`src/rtl/if_id_stage.sv`:
```
// IF/ID pipeline register with decode front end: immediate-type decode,
// register-index extraction and load-use hazard detection against EX.
module if_id_stage #(
  parameter int unsigned DATA_WIDTH = 32,
  parameter int unsigned CNT_WIDTH  = 16
) (
  input  logic                  clk,
  input  logic                  rst,
  input  logic [DATA_WIDTH-1:0] InstrF,
  input  logic [DATA_WIDTH-1:0] PCF,
  input  logic [DATA_WIDTH-1:0] PCPlus4F,
  input  logic                  FlushD,
  input  logic                  MemReadE,
  input  logic [4:0]            RdE,
  output logic [2:0]            ImmSrcD,
  output logic [DATA_WIDTH-8:0] ImmInputD,
  output logic [4:0]            Rs1D,
  output logic [4:0]            Rs2D,
  output logic [4:0]            RdD,
  output logic [DATA_WIDTH-1:0] PCD,
  output logic [DATA_WIDTH-1:0] PCPlus4D,
  output logic                  ValidD,
  output logic                  IllegalD,
  output logic                  StallF,
  output logic                  BubbleE,
  output logic [CNT_WIDTH-1:0]  StallCount
);

  localparam logic [DATA_WIDTH-1:0] NOP_INSTR = DATA_WIDTH'(32'h0000_0013);

  localparam logic [6:0] OP_IMM    = 7'b0010011;
  localparam logic [6:0] OP_LOAD   = 7'b0000011;
  localparam logic [6:0] OP_JALR   = 7'b1100111;
  localparam logic [6:0] OP_STORE  = 7'b0100011;
  localparam logic [6:0] OP_BRANCH = 7'b1100011;
  localparam logic [6:0] OP_LUI    = 7'b0110111;
  localparam logic [6:0] OP_AUIPC  = 7'b0010111;
  localparam logic [6:0] OP_JAL    = 7'b1101111;
  localparam logic [6:0] OP_REG    = 7'b0110011;

  localparam logic [2:0] IMM_I = 3'b000;
  localparam logic [2:0] IMM_S = 3'b001;
  localparam logic [2:0] IMM_B = 3'b010;
  localparam logic [2:0] IMM_U = 3'b011;
  localparam logic [2:0] IMM_J = 3'b100;

  logic [DATA_WIDTH-1:0] instr_q, instr_d;
  logic [DATA_WIDTH-1:0] pc_q, pc_d;
  logic [DATA_WIDTH-1:0] pcp4_q, pcp4_d;
  logic                  valid_q, valid_d;
  logic [CNT_WIDTH-1:0]  cnt_q, cnt_d;

  logic [6:0] opcode;
  logic [2:0] imm_src;
  logic       illegal;
  logic       uses_rs1;
  logic       uses_rs2;
  logic [4:0] rs1;
  logic [4:0] rs2;
  logic       hazard;
  logic       stall;

  assign opcode = instr_q[6:0];
  assign rs1    = instr_q[19:15];
  assign rs2    = instr_q[24:20];

  // Opcode decode: immediate format, source-register usage, legality.
  always_comb begin
    imm_src  = IMM_I;
    illegal  = 1'b0;
    uses_rs1 = 1'b1;
    uses_rs2 = 1'b0;
    unique case (opcode)
      OP_IMM, OP_LOAD, OP_JALR: imm_src = IMM_I;
      OP_STORE: begin
        imm_src  = IMM_S;
        uses_rs2 = 1'b1;
      end
      OP_BRANCH: begin
        imm_src  = IMM_B;
        uses_rs2 = 1'b1;
      end
      OP_LUI, OP_AUIPC: begin
        imm_src  = IMM_U;
        uses_rs1 = 1'b0;
      end
      OP_JAL: begin
        imm_src  = IMM_J;
        uses_rs1 = 1'b0;
      end
      OP_REG: begin
        imm_src  = IMM_I;
        uses_rs2 = 1'b1;
      end
      default: illegal = valid_q;
    endcase
  end

  // Load-use hazard: EX load writes a register this decode slot reads.
  always_comb begin
    hazard = valid_q & MemReadE & (RdE != 5'd0) &
             ((uses_rs1 & (RdE == rs1)) | (uses_rs2 & (RdE == rs2)));
    stall  = hazard & ~FlushD;
  end

  // Next-state: flush squashes the slot, stall holds, else load from fetch.
  always_comb begin
    instr_d = instr_q;
    pc_d    = pc_q;
    pcp4_d  = pcp4_q;
    valid_d = valid_q;
    cnt_d   = cnt_q;
    if (FlushD) begin
      instr_d = NOP_INSTR;
      pc_d    = '0;
      pcp4_d  = '0;
      valid_d = 1'b0;
    end else if (stall) begin
      if (cnt_q != {CNT_WIDTH{1'b1}}) begin
        cnt_d = cnt_q + CNT_WIDTH'(1);
      end
    end else begin
      instr_d = InstrF;
      pc_d    = PCF;
      pcp4_d  = PCPlus4F;
      valid_d = 1'b1;
    end
  end

  // Pipeline and counter registers with synchronous reset.
  always_ff @(posedge clk) begin
    if (rst) begin
      instr_q <= NOP_INSTR;
      pc_q    <= '0;
      pcp4_q  <= '0;
      valid_q <= 1'b0;
      cnt_q   <= '0;
    end else begin
      instr_q <= instr_d;
      pc_q    <= pc_d;
      pcp4_q  <= pcp4_d;
      valid_q <= valid_d;
      cnt_q   <= cnt_d;
    end
  end

  assign ImmSrcD    = imm_src;
  assign IllegalD   = illegal;
  assign ImmInputD  = instr_q[DATA_WIDTH-1:7];
  assign Rs1D       = rs1;
  assign Rs2D       = rs2;
  assign RdD        = instr_q[11:7];
  assign PCD        = pc_q;
  assign PCPlus4D   = pcp4_q;
  assign ValidD     = valid_q;
  assign StallF     = stall;
  assign BubbleE    = hazard | FlushD;
  assign StallCount = cnt_q;

endmodule

```
`config.mk`:
```
export PLATFORM = sky130hd
export DESIGN_NAME = if_id_stage
export DESIGN_NICKNAME = d
export VERILOG_FILES = /design/src/rtl/if_id_stage.sv
export SDC_FILE = /design/constraint.sdc
export NUM_CORES = 1
export LEC_CHECK = 0
export BUFFER_PORTS_ARGS = -buffer_cell sky130_fd_sc_hd__clkbuf_2
export CAP_MARGIN = 15
export CORE_UTILIZATION = 40
export CTS_BUF_LIST = sky130_fd_sc_hd__clkbuf_2
export DETAILED_ROUTE_END_ITERATION = 7
export PLACE_DENSITY_LB_ADDON = 0.08
export SLEW_MARGIN = 20
export SYNTH_ARGS = -nofsm -noshare
export SYNTH_HDL_FRONTEND = slang
export SYNTH_SLANG_ARGS = --single-unit
```
`constraint.sdc`:
```
create_clock -name clk -period 2.8 [get_ports clk]
set_input_delay 0.56 -clock clk [delete_from_list [all_inputs] [get_ports clk]]
set_output_delay 0.56 -clock clk [all_outputs]
set_load 0.02 [all_outputs]
```
==> results of run 1 <==
[cell usage after synthesis, drive strengths merged]
cell type | n | area (um2)
a31o | 1 | 8.76
inv | 4 | 15.0
nor4 | 1 | 21.3
a32oi | 1 | 16.3
or4 | 6 | 47.6
nor4bb | 1 | 10.0
o21ai | 7 | 35.0
nor2b | 5 | 31.3
a21oi | 106 | 534
nor3 | 4 | 20.0
nand4 | 2 | 12.5
xnor2 | 1 | 8.76
nand3b | 3 | 35.0
dfxtp | 113 | 2260
o211ai | 1 | 7.51
o21a | 2 | 15.0
o31ai | 5 | 37.5
o2111ai | 1 | 8.76
and4 | 3 | 26.3
mux2 | 2 | 22.5
and3 | 3 | 18.8
a21o | 1 | 7.51
nor2 | 6 | 22.5
clkbuf | 21 | 109
a2111oi | 1 | 8.76
a211oi | 1 | 7.51
ha | 1 | 12.5
nand3 | 12 | 60.1
nor3b | 2 | 15.0
buf | 55 | 474
or2b | 1 | 8.76
xor2 | 9 | 78.8
nand2 | 208 | 781
or3 | 8 | 61.3
a32o | 1 | 10.0
o311a | 1 | 21.3
[worst max-delay path, cell delays in order (launching register included)]
cell and delay (ns):
dfxtp_2 0.38, or2b_2 0.35, nor3_4 0.20, nor3b_2 0.11, a32oi_4 0.29, nand2_2 0.10
buf_6 0.14
[stage by stage]
step | setup TNS (ns) | utilization (%) | setup slack, ns | power, uW
floorplan | 0 | - | 0.0318 | 1960
global placement | 0 | 49.6 | 0.0443 | 2090
detailed placement | -0.00496 | 49.6 | -0.00496 | 2100
CTS | -0.399 | 53.1 | -0.204 | 3320
global route | -0.381 | 55.6 | -0.194 | 3480
finish | -0.0284 | 55.6 | -0.0284 | 3310
[power groups by stage]
| stage | Combinational [uW] | Clock (uW) | Sequential [uW] |
|---|---|---|---|
| 6_report | 406 | 1200 | 1700 |
| 5_1_grt | 443 | 1320 | 1710 |
| 4_1_cts | 377 | 1240 | 1700 |
| 3_5_place_dp | 361 | 0 | 1740 |
| 3_3_place_gp | 357 | 0 | 1740 |
| 2_1_floorplan | 179 | 0 | 1780 |
[cell families (layout without fill, tap and decap cells)]
family / after synthesis / after routing / share of synthesized area, %
compound gates: 129 / 129 / 14.7
xor+xnor: 10 / 10 / 1.80
fa+ha+maj: 1 / 1 / 0.257
buf+inv: 80 / 315 / 12.3
flops: 113 / 113 / 46.4
mux: 2 / 2 / 0.462
simple gates: 265 / 265 / 24.0
[cell type report]
type	count	area, um2
Timing Repair Buffer	279	1650
Clock inverter	13	168
Tap cell	143	179
Fill cell	1146	5180
Sequential cell	113	2280
Inverter	4	15.0
Clock buffer	19	95.1
Multi-Input combinational cell	407	2090
[layout by cell type (no fill, tap or decap), types with 5 or more instances in the layout]
master	instances
dfxtp_2	11
a21oi_1	105
dlygate4sd3_1	31
o31ai_1	5
nand3_1	12
dfxtp_1	102
buf_4	13
nor2_1	5
clkbuf_2	248
nand2_1	206
nor2b_1	5
xor2_1	9
o21ai_0	6
or3_2	5
[flip-flops by register name, indices dropped and copies added (netlist names)]
name,cells
StallCount,16
instr_q,32
ValidD,1
PCPlus4D,32
PCD,32
[layer usage]
layer  vias to the layer above  share of wire (%)  global-route usage [%]
met5                         -                  0                       0
met4                         0                2.3                    8.62
met3                        25                6.4                    7.56
met2                       164                 49                    35.4
met1                      2161                 42                    24.5
li1                       2395                  -                       -
[what timing repair did]
item | in CTS | in global routing
gates resized for setup | 8 | 18
endpoints found under the setup margin | 3 | 3
hold endpoints to repair | 8 | 23
setup buffers | 6 | 0
pin swaps | 3 | 2
gates cloned | 0 | 0
hold buffers | 8 | 23
[how the worst max path moves through the flow]
| stage | startpoint | end | slack [ns] |
|---|---|---|---|
| floorplan | RdE[0] | BubbleE | 0.03 |
| global placement | RdE[0] | BubbleE | 0.04 |
| detailed placement | RdE[0] | StallCount[15] | -0.005 |
| CTS | instr_q[4] | BubbleE | -0.20 |
| global route | instr_q[18] | StallF | -0.19 |
| finish | instr_q[4] | BubbleE | -0.03 |
==> metrics.txt, run 1 <==
RR Startpoint=instr_q[3]; # nets final=928; crit start category=flip-flop; syn nets=706; fin worst setup slack=-0.0284 ns; Reg power frac=51.5%; total CTS buffers=17; die height=112 um; cell count after synthesis=600; vias in the first global route=4389; Slew headroom=50.7%; CTS sink cnt=113; TritonRoute pass-1 iters=4; Comb power frac=12.3%; CTS tree=built; CTS root buf=clkbuf_2; final setup fails=1; HP Start=InstrF[20]; Via-to-Cell Ratio=4.85; Top Ports=232; reg-to-reg endpoint=StallCount[15]; yosys warns=0; CP arrival=2.27 ns; failing checks=negative setup slack; status=finished, violations left; Max rail drop VDD=255 uV; mapped cell area=0.00487 mm2; Sw Ratio=26.7%; Max Cap Violations=0; Static Leak=0.00316 uW; Die ar.=0.0126 mm2; gr ovfl total=0; Placed Area=0.00579 mm2; FMAX=0.354 GHz; r2r setup slk=0.25 ns; register area share after synthesis=46.4%; Synth Register Bits=113; routed via count=4745; Slew Limit Fails=0; crit path max fanout=6; Clock power frac=36.2%; placed cell count=909; CP Class=flip-flop to output pin; CP required=2.24 ns; Hold Path Class=input pin to flip-flop; first-pass GRT wire length=20900 um; worst hold stages=3; R2R cell count=9; Hold Slack=0.0644 ns; post-route clock period utilization=101%; Cell Int Power=2430 uW; power density over cell area=511 mW/mm2; Clock Path Buffers=2; FP Rows=39; die width=112 um; Skew-Pair Late Insertion Delay=0.70 ns; DP HPWL=9030 um; Worst Skew=0.0241 ns; Starting Density=41.8%; Syn Area/Cell=8.12 um2; htree depth=4; RSZ-0062 raised after global routing=yes; Endpoint, Worst Hold=instr_q[20]; CTS clk-pin slew, worst paths=0.18 ns; worst slew pin tran=0.739 ns; Routed Antenna Nets=0; share of layout cells above drive strength 1=37.5%; total global-route track usage=21.1%; largest net degree at the start of global routing=78; Placer Congestion=0.753; Synth cell types=45; post-route cell area=0.00648 mm2; DRC=0; crit path time final=2.83 ns; number of diodes=0; WL final=13300 um; final hold viol count=0; P_sw=885 uW; Routed WL per cell=13.6 um; synth-to-layout area growth=33.0%; CP Capture Type=output pin; Placeable Area=0.0117 mm2; PortBufs=231; DRT iter0 DRCs=289; initial antenna violation count=0; fin cells=978
(Power assumes the default switching activity.)
==> run 2: changes to the inputs <==
- CTS_CLUSTER_DIAMETER: not set -> 150
- clock period: 2.8 -> 2.95 ns (I/O delays scaled with it)
==> run 2 against run 1 <==
Effect of this change:
- the flow now finishes without violations
- cell count is 3.3% lower
- worst setup slack better by 0.15 ns
- register-to-register slack gained 0.19 ns
- design area decreased by 5.5%
- first-iteration DRC count down 12%
- global-route usage shrank 0.76 points
- flip-flop and latch count unchanged
- combinational power fell by 14%
- largest cell class unchanged
- highest routed layer unchanged
==> metrics.txt, run 2 (synthesis gave the netlist of run 1 again) <==
CP required=2.36 ns; CTS sink cnt=113; worst hold stages=3; WP depth=6; Sequential Area=0.00228 mm2; htree depth=4; CP bufs+invs=1; TritonRoute pass-1 iters=4; CTS root buf=clkbuf_2; gr ovfl total=0; Die ar.=0.0126 mm2; most frequent cells in the layout=248 x clkbuf_2, 207 x nand2_1, 105 x a21oi_1, 103 x dfxtp_1, 13 x buf_4; Slew headroom=65.7%; multi-input logic area=0.00210 mm2; Slew Limit Fails=0; CP arrival=2.24 ns; Placer Congestion=0.777; Placeable Area=0.0117 mm2; final setup fails=0; CTS tree=built; Starting Density=41.8%; Worst Skew=0.0235 ns; CP Capture Type=output pin; die width=112 um; status=finished clean; setup TNS=0 ns; crit path max fanout=3; first-pass GRT wire length=20300 um; Routed WL per cell=13.4 um; Hold Path Class=input pin to flip-flop; Skew-Pair Late Insertion Delay=0.68 ns; total CTS buffers=17; crit path time final=2.83 ns; synth-to-layout area growth=25.6%; post-route clock period utilization=96.0%; Final Util=52.5%; power density over cell area=479 mW/mm2; FMAX=0.353 GHz; initial antenna violation count=0; share of layout cells above drive strength 1=38.7%; Max Cap Violations=0; Max rail drop VDD=280 uV; RSZ-0062 raised after global routing=yes; worst slew pin tran=0.511 ns; final hold viol count=0; Fill cells=1185; CP Class=flip-flop to output pin; WL final=12700 um; DRT iter0 DRCs=255; slowest stage delay, CP=0.40 ns; CTS clk-pin slew, worst paths=0.18 ns; Hold Buf Count CTS=0; FP Rows=39; die height=112 um; total global-route track usage=20.4%; Via-to-Cell Ratio=4.88; Routed Antenna Nets=0; largest net degree at the start of global routing=83; Clock Path Buffers=2; PortBufs=231; Top Ports=232; most common cell after layout, fill and taps aside=clkbuf_2; routed via count=4614; Power Total=2930 uW; crit start category=flip-flop; R2R cell count=10; vias in the first global route=4299; # nets final=896; DP HPWL=8990 um; Hold Slack=0.105 ns; worst path cell trace=or2b_2, nor3_4, nor3b_2, a32oi_4, nand2_1, clkbuf_8; Static Leak=0.00301 uW; number of diodes=0; Worst path top cell family by delay=simple AND/OR/NAND/NOR gates; DRC=0; slowest CP cell=dfxtp_1
## run 2: routing by layer
layer / wire [um] / global-route usage [%] / vias to the layer above
met2: 6290 / 34.6 / 161
met4: 301 / 9.33 / 0
met1: 5220 / 23.1 / 2088
li1: - / - / 2340
met5: 0 / 0 / -
met3: 909 / 6.97 / 25
## run 2: area by class of cell
class	instances	share of cell area, %
clock buffer	19	1.55
clock inverter	13	1.96
inverter	4	0.245
multi-input combinational	407	34.2
sequential	113	37.2
tap	143	2.92
timing repair buffer	247	21.9
## run 2: repair_timing
action | 4_1_cts | 5_1_grt
gates resized for setup | 12 | 15
pin swaps | 5 | 2
setup endpoints to repair | 2 | 3
hold endpoints to repair | 0 | 0
buffers inserted | 7 | 1
## run 2: report_power, final
| group | switching (uW) | leakage, uW | total, uW | internal, uW |
|---|---|---|---|---|
| Combinational | 206 | 0.00195 | 349 | 142 |
| Sequential | 35.2 | 0.000928 | 1620 | 1580 |
| Clock | 586 | 0.000127 | 964 | 378 |
| Total | 827 | 0.00301 | 2930 | 2100 |
## run 2: path summary, 6_finish.rpt
path	startpoint	end	slack (ns)
worst max-delay path	instr_q[5]	BubbleE	0.12
worst min-delay path	PCF[13]	PCD[13]	0.11
worst max register to register	instr_q[24]	StallCount[13]	0.44
worst min register to register	PCPlus4D[29]	PCPlus4D[29]	0.47
## run 2: worst reg2reg max path, delay by kind of cell, from the launching register on
| family | cells | cell delay [ns] |
|---|---|---|
| simple gates | 3 | 1.03 |
| buf+inv | 4 | 0.71 |
| flops | 1 | 0.36 |
| compound gates | 2 | 0.20 |
| xor+xnor | 1 | 0.16 |
## run 2: per-stage QoR
step | worst slack [ns] | std cells | cell area (um2)
final | 0.117 | 946 | 6120
after CTS | -0.0950 | 945 | 6060
after floorplan | 0.0855 | 600 | 4870
after detailed placement | 0.111 | 906 | 5760
after global placement | 0.129 | 906 | 5760
after global routing | -0.0609 | 946 | 6120
==> run 3: changes to the inputs <==
- CORE_ASPECT_RATIO: not set -> 0.5
==> run 3 against run 2 <==
Effect of this change:
- non-clock buffer count rose by 1
- register-to-register slack improved by 0.02 ns
- first-iteration DRC count rose by 16%
- largest cell class unchanged
- highest routed layer unchanged
==> metrics.txt, run 3 (synthesis gave the netlist of run 1 again) <==
RR Startpoint=instr_q[23]; Sw Ratio=30.2%; largest net degree at the start of global routing=63; slowest stage delay, CP=0.39 ns; crit start category=flip-flop; status=finished clean; final setup fails=0; crit path max fanout=3; share of layout cells above drive strength 1=39.2%; die height=80.0 um; Power Total=2900 uW; CP bufs+invs=2; TritonRoute pass-1 iters=4; power density over cell area=474 mW/mm2; total global-route track usage=19.6%; Via-to-Cell Ratio=4.63; Placeable Area=0.0118 mm2; R2R cell count=8; Static Leak=0.00300 uW; Slew headroom=53.3%; Slew Limit Fails=0; most frequent cells in the layout=247 x clkbuf_2, 206 x nand2_1, 105 x a21oi_1, 102 x dfxtp_1, 15 x buf_4; # nets final=897; HP Start=PCF[4]; total CTS buffers=17; DRT iter0 DRCs=296; CTS sink cnt=113; Cell Int Power=2020 uW; RSZ-0062 raised after global routing=yes; gr ovfl total=0; vias in the first global route=3931; CTS clk-pin slew, worst paths=0.22 ns; worst slew pin tran=0.699 ns; first-pass GRT wire length=19200 um; Worst Skew=0.0513 ns; Clock Path Buffers=2; worst hold stages=3; CTS root buf=clkbuf_2; crit path time final=2.82 ns; CP required=2.36 ns; htree depth=4; Placer Congestion=0.745; P_sw=876 uW; Skew-Pair Late Insertion Delay=0.66 ns; DP HPWL=8490 um; Max Cap Violations=0; DRC=0; Comb power frac=12.0%; FMAX=0.355 GHz; reg-to-reg endpoint=StallCount[15]; r2r setup slk=0.46 ns; Top Ports=232; Clock power frac=32.3%; initial antenna violation count=1; Starting Density=41.1%; CP Capture Type=output pin; Endpoint, Worst Hold=PCD[4]; WL final=12700 um; Die ar.=0.0127 mm2; Routed WL per cell=13.0 um; CP arrival=2.23 ns; Fill cells=1272; Reg power frac=55.7%; post-route clock period utilization=95.6%; slowest CP cell=or3_4; synth-to-layout area growth=25.6%; CTS tree=built; setup TNS=0 ns; most common cell after layout, fill and taps aside=clkbuf_2; Max rail drop VDD=170 uV; Routed Antenna Nets=0; Worst path top cell family by delay=simple AND/OR/NAND/NOR gates; CP Class=flip-flop to output pin; PortBufs=231; routed via count=4496; final hold viol count=0; die width=158 um; FP Rows=28; worst path cell trace=xor2_1, or3_4, nor4_4, buf_4, a32oi_4, nand2_2, buf_8; Hold Path Class=input pin to flip-flop
==> run 3: cell count changes in the layout (fill, tap and decap cells not counted), sizes merged <==
cell,previous run,this run
diode,0,2
bufinv,2,1
clkinv,8,7
clkinvlp,3,5
buf,17,19
inv,4,5
clkbuf,249,247
==> run 3: what timing repair did <==
action                     CTS  global route
buffers inserted             4             4
pin swaps                    5             3
gates resized for setup     12            14
setup endpoints to repair    2             2
hold buffers                 0             0
==> run 3: worst register-to-register path, cell delays in order, from the launching register on <==
cell     delay, ns
dfxtp_2       0.36
xor2_1        0.15
or3_4         0.39
nor4_4        0.22
buf_4         0.19
a32oi_4       0.06
buf_12        0.20
or4_2         0.71
a21oi_1       0.15
==> run 3: final cells by class <==
| class | instances | area (um2) | area share (%) |
|---|---|---|---|
| Antenna cell | 2 | 5.00 | 0.0818 |
| Clock buffer | 18 | 90.1 | 1.47 |
| Clock inverter | 14 | 118 | 1.92 |
| Inverter | 4 | 15.0 | 0.245 |
| Multi-Input combinational cell | 407 | 2070 | 33.9 |
| Sequential cell | 113 | 2280 | 37.3 |
| Tap cell | 165 | 206 | 3.37 |
| Timing Repair Buffer | 248 | 1330 | 21.8 |
==> run 3: power groups by stage <==
stage	combinational, uW	sequential [uW]	clock (uW)
CTS	348	1620	973
global placement	338	1650	0
detailed placement	341	1650	0
floorplan	170	1690	0
global route	382	1630	1060
finish	347	1620	937
==> run 3: per-stage QoR <==
| step | utilization [%] | cells | instance area, um2 | worst slack, ns | hold slack, ns |
|---|---|---|---|---|---|
| after detailed placement | 48.9 | 929 | 5790 | 0.127 | 0.446 |
| after CTS | 51.2 | 965 | 6060 | -0.0320 | 0.0494 |
| after floorplan | - | 600 | 4870 | 0.0855 | 0.437 |
| after global routing | 51.7 | 971 | 6120 | -0.0753 | 0.0142 |
| after global placement | 48.9 | 929 | 5790 | 0.179 | 0.441 |
| final | 51.7 | 971 | 6120 | 0.131 | 0.112 |
==> run 3: layer usage <==
layer	up-vias	GRT usage (%)	part of all wire, %	routed length [um]
li1	2348	-	-	-
met1	1995	25.2	46	5780
met2	145	29.2	44	5590
met3	8	8.79	9.4	1190
met4	0	6.15	0.71	90
met5	-	0	0	0
==> run 3: worst max-delay path by stage <==
stage | endpoint | depth (start not counted) | startpoint | slack [ns]
final | BubbleE | 7 | instr_q[23] | 0.13
after global placement | PCD[22] | 9 | RdE[0] | 0.18
after global routing | BubbleE | 7 | instr_q[20] | -0.08
after floorplan | BubbleE | 8 | RdE[0] | 0.09
after detailed placement | PCPlus4D[23] | 9 | RdE[0] | 0.13
after CTS | StallF | 6 | instr_q[23] | -0.03
